$ cat src/rtl/debounce_pkg.sv
// Shared types and defaults for the D flip-flop input debouncer.
//   deb_state_e : 2-bit FSM encoding (IDLE_LOW=0, PEND_HIGH=1, IDLE_HIGH=2, PEND_LOW=3)
//   deb_out_t   : registered output bundle {d_out, rise, fall, stable}
//   *_DEF       : default parameter values for the top
package debounce_pkg;

    typedef enum logic [1:0] {
        IDLE_LOW  = 2'd0,
        PEND_HIGH = 2'd1,
        IDLE_HIGH = 2'd2,
        PEND_LOW  = 2'd3
    } deb_state_e;

    typedef struct packed {
        logic d_out;
        logic rise;
        logic fall;
        logic stable;
    } deb_out_t;

    localparam int SYNC_STAGES_DEF     = 2;
    localparam int DEBOUNCE_CYCLES_DEF = 4;

endpackage

$ cat src/rtl/sync_chain.sv
// Multi-flop synchronizer bringing an asynchronous level into the clk domain.
//   clk    : sampling clock
//   rst_n  : asynchronous active-low reset, clears every stage
//   d      : asynchronous input
//   d_sync : last stage of the chain (STAGES flops after d)
module sync_chain #(
    parameter int STAGES = 2
) (
    input  logic clk,
    input  logic rst_n,
    input  logic d,
    output logic d_sync
);

    logic [STAGES-1:0] q;

    always_ff @(posedge clk or negedge rst_n) begin
        if (!rst_n) q <= '0;
        else        q <= {q[STAGES-2:0], d};
    end

    assign d_sync = q[STAGES-1];

endmodule

$ cat src/rtl/d_input_debouncer.sv
// Debounce front end for the lab D flip-flop: synchronizes din_raw, then a
// counter FSM requires DEBOUNCE_CYCLES consecutive synchronized samples of the
// new level before d_out moves. All outputs are registered.
//   clk        : rising-edge clock
//   reset      : asynchronous active-low reset
//   din_raw    : raw bouncy input
//   enable     : 1 = filter runs, 0 = state/counter/d_out frozen, strobes low
//   d_out      : debounced level
//   rise_pulse : one-cycle strobe with d_out 0->1
//   fall_pulse : one-cycle strobe with d_out 1->0
//   stable     : 1 while the FSM sits in an IDLE state
module d_input_debouncer
    import debounce_pkg::*;
#(
    parameter int SYNC_STAGES     = SYNC_STAGES_DEF,
    parameter int DEBOUNCE_CYCLES = DEBOUNCE_CYCLES_DEF,
    parameter int CNT_W           = $clog2(DEBOUNCE_CYCLES) + 1
) (
    input  logic clk,
    input  logic reset,
    input  logic din_raw,
    input  logic enable,
    output logic d_out,
    output logic rise_pulse,
    output logic fall_pulse,
    output logic stable
);

    localparam logic [CNT_W-1:0] CNT_LAST = CNT_W'(DEBOUNCE_CYCLES - 1);
    localparam logic [CNT_W-1:0] CNT_ONE  = CNT_W'(1);
    localparam deb_out_t         OUT_RST  = '{d_out: 1'b0, rise: 1'b0, fall: 1'b0, stable: 1'b1};

    logic             s;
    deb_state_e       state, state_nxt;
    logic [CNT_W-1:0] cnt, cnt_nxt;
    deb_out_t         out_q, out_nxt;

    sync_chain #(.STAGES(SYNC_STAGES)) u_sync (
        .clk    (clk),
        .rst_n  (reset),
        .d      (din_raw),
        .d_sync (s)
    );

    // State register: FSM, counter and the registered output bundle.
    always_ff @(posedge clk or negedge reset) begin
        if (!reset) begin
            state <= IDLE_LOW;
            cnt   <= '0;
            out_q <= OUT_RST;
        end else begin
            state <= state_nxt;
            cnt   <= cnt_nxt;
            out_q <= out_nxt;
        end
    end

    // Next-state logic. In the PEND states the "level went back" test comes
    // first so a bounce on the commit edge is rejected rather than committed.
    always_comb begin
        state_nxt = state;
        cnt_nxt   = cnt;
        if (enable) begin
            case (state)
                IDLE_LOW: begin
                    if (s) begin state_nxt = PEND_HIGH; cnt_nxt = CNT_ONE; end
                    else   cnt_nxt = '0;
                end
                PEND_HIGH: begin
                    if (!s)                   begin state_nxt = IDLE_LOW;  cnt_nxt = '0; end
                    else if (cnt == CNT_LAST) begin state_nxt = IDLE_HIGH; cnt_nxt = '0; end
                    else                      cnt_nxt = cnt + CNT_ONE;
                end
                IDLE_HIGH: begin
                    if (!s) begin state_nxt = PEND_LOW; cnt_nxt = CNT_ONE; end
                    else    cnt_nxt = '0;
                end
                PEND_LOW: begin
                    if (s)                    begin state_nxt = IDLE_HIGH; cnt_nxt = '0; end
                    else if (cnt == CNT_LAST) begin state_nxt = IDLE_LOW;  cnt_nxt = '0; end
                    else                      cnt_nxt = cnt + CNT_ONE;
                end
                default: begin state_nxt = IDLE_LOW; cnt_nxt = '0; end
            endcase
        end
    end

    // Output logic: strobes only on a PEND->opposite-IDLE commit, so glitch
    // rejects (PEND->same-side IDLE) and frozen cycles leave them low.
    always_comb begin
        out_nxt        = out_q;
        out_nxt.rise   = 1'b0;
        out_nxt.fall   = 1'b0;
        out_nxt.stable = (state_nxt == IDLE_LOW) || (state_nxt == IDLE_HIGH);
        if (state == PEND_HIGH && state_nxt == IDLE_HIGH) begin
            out_nxt.d_out = 1'b1;
            out_nxt.rise  = 1'b1;
        end
        if (state == PEND_LOW && state_nxt == IDLE_LOW) begin
            out_nxt.d_out = 1'b0;
            out_nxt.fall  = 1'b1;
        end
    end

    assign d_out      = out_q.d_out;
    assign rise_pulse = out_q.rise;
    assign fall_pulse = out_q.fall;
    assign stable     = out_q.stable;

endmodule
$ cat config.mk
export PLATFORM = sky130hd
export DESIGN_NAME = d_input_debouncer
export DESIGN_NICKNAME = d
export VERILOG_FILES = /design/src/rtl/debounce_pkg.sv /design/src/rtl/sync_chain.sv /design/src/rtl/d_input_debouncer.sv
export SDC_FILE = /design/constraint.sdc
export NUM_CORES = 1
export LEC_CHECK = 0
export BUFFER_PORTS_ARGS = -buffer_cell sky130_fd_sc_hd__buf_4
export CAP_MARGIN = 30
export CORE_AREA = 5 5 42 44
export CTS_BUF_LIST = sky130_fd_sc_hd__clkbuf_4 sky130_fd_sc_hd__clkbuf_8
export DETAILED_ROUTE_END_ITERATION = 10
export DIE_AREA = 0 0 47 49
export PLACE_DENSITY = 0.55
export SETUP_SLACK_MARGIN = 0.05
export SYNTH_ARGS = -nofsm -noshare
export SYNTH_HDL_FRONTEND = slang
export SYNTH_SLANG_ARGS = --single-unit
export TNS_END_PERCENT = 10
$ cat constraint.sdc
create_clock -name clk -period 2.36 [get_ports clk]
set_input_delay 0.472 -clock clk [delete_from_list [all_inputs] [get_ports clk]]
set_output_delay 0.472 -clock clk [all_outputs]
set_load 0.02 [all_outputs]
Word-level counts from Yosys, hierarchy flattened
Index checks and enable logic that the tools add are counted.
- order comparisons: 0
- bitwise logic cells: 0
- add/sub/neg operators: 1
- divide/modulo/power cells: 0
- shift operators: 0
- multiplexer cells: 17
- $mul: 0
- reductions and logical operators: 6
- eq/ne operators: 5
- operators with widths (operator ; number):
    $mux 2 ; 8
    $pmux 3 s4 ; 1
    $mux 3 ; 3
    $pmux 2 s4 ; 1
    $eq 2x2->1 const B ; 3
    $logic_not 2->1 ; 2
    $mux 1 ; 4
    $add 3x1->3 const B ; 1
    $eq 3x2->1 const B ; 1
    $eq 2x1->1 const B ; 1
    $logic_and 1x1->1 ; 2
    $reduce_bool 2->1 ; 1
    $logic_or 1x1->1 ; 1
- output and inout port bits: 4
- memories kept: 0
- bits in read-only memories: 0
- input bits: 4
- word-level logic and storage cells: 36
- bits in latches: 0
- RAM bits: 0
- bits in registers: 11

Longest topological paths before layout
- depth in word-level cells: 9
- mapped depth: 4

By module
A second synthesis with hierarchy kept.
- cells, all modules: 35
- area total of the unflattened synthesis: 465.4 sq um
- by module, submodules not included (module ; times used ; area an instance (sq um) ; cells an instance):
    d_input_debouncer ; 1 ; 415.4 ; 33
    sync_chain ; 1 ; 50.0 ; 2

Worst setup path after synthesis
Ideal clock, no wire load.
- path kind: reg2reg
- start: reg cnt[0]
- end: reg state[1]
- cell stages (with the launch flop): 4
- path slack: 1199 ps
- arrival: 1037 ps
- path through: dfrtp_1 ha_1 nand4b_4 mux2_2
- cells in the longest elaborated chain, start to end: 5
- elaborated cells on any way between the ends: 7
- those cells by class: 1 x eq/ne; 6 x mux
- RTL lines (item ; line ; text):
    start, declared ; d_input_debouncer.sv:35 ; logic [CNT_W-1:0] cnt, cnt_nxt;
    start signal, assigned ; d_input_debouncer.sv:53 ; cnt <= cnt_nxt;
    $eq 3x2->1 * ; d_input_debouncer.sv:71, d_input_debouncer.sv:80 ;
    $mux 2, on equally long branches ; d_input_debouncer.sv:80, d_input_debouncer.sv:71 ;
    $mux 2, on equally long branches ; d_input_debouncer.sv:79, d_input_debouncer.sv:70 ;
    $pmux 2 s4 * ; d_input_debouncer.sv:64 ; case (state)
    $mux 2 * ; d_input_debouncer.sv:63 ; if (enable) begin
    named net state_nxt[1] ; d_input_debouncer.sv:34 ; deb_state_e state, state_nxt;
    end signal, assigned ; d_input_debouncer.sv:52 ; state <= state_nxt;
    end, declared ; d_input_debouncer.sv:34 ;
The timed path passes the listed nets; every way through them passes the cells marked *.
A chain may end at the register's enable or synchronous reset.

Worst setup path after layout
- start: reg out_q (netlist bit stable)
- end: out stable
- RTL lines (item ; line ; text):
    start, declared ; d_input_debouncer.sv:36 ; deb_out_t out_q, out_nxt;
    start signal, assigned ; d_input_debouncer.sv:54 ; out_q <= out_nxt;
    end, declared ; d_input_debouncer.sv:26 ; output logic stable
No word-level cell between the ends.

==> metrics.csv <==
metric,value,unit
dr.pass1.iters,2,
worstSkewPairLatency,0.27,ns
post-cts-setup-buffers,0,
grt_pass1_wl,1.490,mm
antenna_found_initial,0,
gp_congestion,0.6703,
path_cells,buf_4,
startpoint_type,register,
busiest_layer,met2,
htreeDepth,1,
vdd_drop_max,0.3157,mV
power,486.8,uW
num_vias,302,
cp.required,1.89,ns
worstSetupPathType,register to output port,
tns,0,ns
hold_slack,0.01517,ns
status,finished clean,
crit_family,flip-flops,
core_area,1401,sq um
grtUsageTotal,9.772,%
synth.avg_cell_area,13.30,sq um
synth.net_count,40,
remaining_drc_errors,0,
numCtsBuffers,3,
drtIter0Drc,4,
die_area,2303,sq um
rsz0062_at_grt,no,
clkSinkCount,11,
port-buffer-count,7,
via_per_inst,4.951,
grt_pass1_vias,329,
async_flop_share,100.0,%
synth_edf_count,0,
yosys_most_used_dff,dfrtp_1,
cellLeakagePower,0.2772,nW
start_util,33.21,%
holdBufCountCts,0,
cts_tree,built,
gr-usage-met1,10.76,%
slew_headroom,85.44,%
ys_ff_latch,11,
grt_use_met3,4.428,%
power_density,868.4,nW/um^2
finalHoldViolations,0,
nets,51,
yosysSeqAreaShare,59.41,%
pin_count,8,
chipHeight,49,um
max_stage_delay,0.52,ns
wl_per_cell,13.56,um
syn_area,465.4,sq um
synth.distinct_cells,20,
fmax,717.5,MHz
worstPathArrival,0.92,ns
die_x,47,um
synth_cells,35,
cts_buffer_depth,2,
utilization,40.00,%
antenna_left,0,
grt_max_degree,12,
tightest_slew,0.2184,ns
crit_buf_inv,1,
overflow,0,
maxCapViolCount,0,
met2_usage,13.57,%
synth_warnings,0,
finalClockSkew,0.0005031,ns
area_delta_synth_final,20.43,%
rows,14,
period_needed,1.394,ns
hp-class,input port to async pin,
diodes,0,
cp_max_fo,1,
crit_slowest_cell,dfstp_2,
final.period_utilization,59.05,%
cts_root_buf,clkbuf_4,
routed_wl,827,um
clk_pin_slew,0.07,ns
drv_slew,0,
layout-drive-gt1-share,35.56,%
cts-resized-gates,0,
endpoint_kind,output port,
setup_viol,0,
==> synthesized netlist by cell type (2+ instances only) <==
| cell | count | area share, % |
|---|---|---|
| o21ai_0 | 3 | 3.2 |
| inv_1 | 3 | 2.4 |
| dfrtp_1 | 10 | 54 |
| nand3b_1 | 2 | 3.2 |
| nand2b_1 | 2 | 2.7 |
==> path summary, 6_finish.rpt <==
kind | start | depth (start not counted) | endpoint | slack [ns]
worst max-delay path | stable$_DFF_PN1_ | 1 | stable | 0.97
worst min-delay path | reset | 1 | rise_pulse$_DFF_PN0_ | 0.02
worst max register to register | cnt[0]$_DFFE_PN0P_ | 3 | state[1]$_DFF_PN0_ | 1.14
worst min register to register | u_sync.q[0]$_DFF_PN0_ | 0 | u_sync.q[1]$_DFF_PN0_ | 0.36
max in group asynchronous | reset | 1 | stable$_DFF_PN1_ | 2.13
min in group clk | din_raw | 1 | u_sync.q[0]$_DFF_PN0_ | 0.30
==> where the power goes <==
part	leakage [nW]	total [mW]	switching [mW]	internal (mW)
clock	0.0184	0.142	0.0647	0.0771
combinational	0.123	0.0976	0.0530	0.0446
sequential	0.136	0.247	0.0283	0.219
total	0.277	0.487	0.146	0.341
==> flip-flops by register name, summed over array words and instances (netlist names) <==
register	cells
cnt	3
d_out	1
fall_pulse	1
rise_pulse	1
stable	1
state	2
u_sync.q	2
==> logic make-up after synthesis <==
group	Yosys count	synth area share, %
compound gates	8	10.48
simple gates	9	17.47
xor+xnor	1	3.496
fa+ha+maj	1	2.688
mux	1	2.419
buf+inv	4	4.033
flops	11	59.41
==> per-layer routing <==
| layer | share of wire [%] | vias up | routed length [um] |
|---|---|---|---|
| li1 | - | 139 | - |
| met1 | 38 | 151 | 318 |
| met2 | 52 | 8 | 426 |
| met3 | 6.0 | 4 | 50 |
| met4 | 3.9 | 0 | 32 |
| met5 | 0 | - | 0 |
==> through the flow <==
stage,setup WS [ns],cell area [sq um],cells
4_1_cts,0.9473,560.5,61
3_3_place_gp,1.182,530.5,57
5_1_grt,0.9311,560.5,61
2_1_floorplan,1.199,465.4,35
6_report,0.9663,560.5,61
3_5_place_dp,1.146,530.5,57
==> cell type report <==
type / count / area (sq um)
sequential: 11 / 276.5
clock buffer: 4 / 30.03
fill: 136 / 840.8
tap: 16 / 20.02
multi-input combinational: 20 / 170.2
timing repair buffer: 7 / 52.55
inverter: 3 / 11.26
==> cells in the final DEF (no fill, tap or decap), types with 2 or more instances in the layout <==
| cell type | n |
|---|---|
| o21ai_0 | 3 |
| nand2b_1 | 2 |
| clkbuf_4 | 4 |
| dfrtp_1 | 10 |
| buf_4 | 7 |
| inv_1 | 3 |
| nand3b_1 | 2 |
No activity file was read; power rests on OpenSTA's default activity.
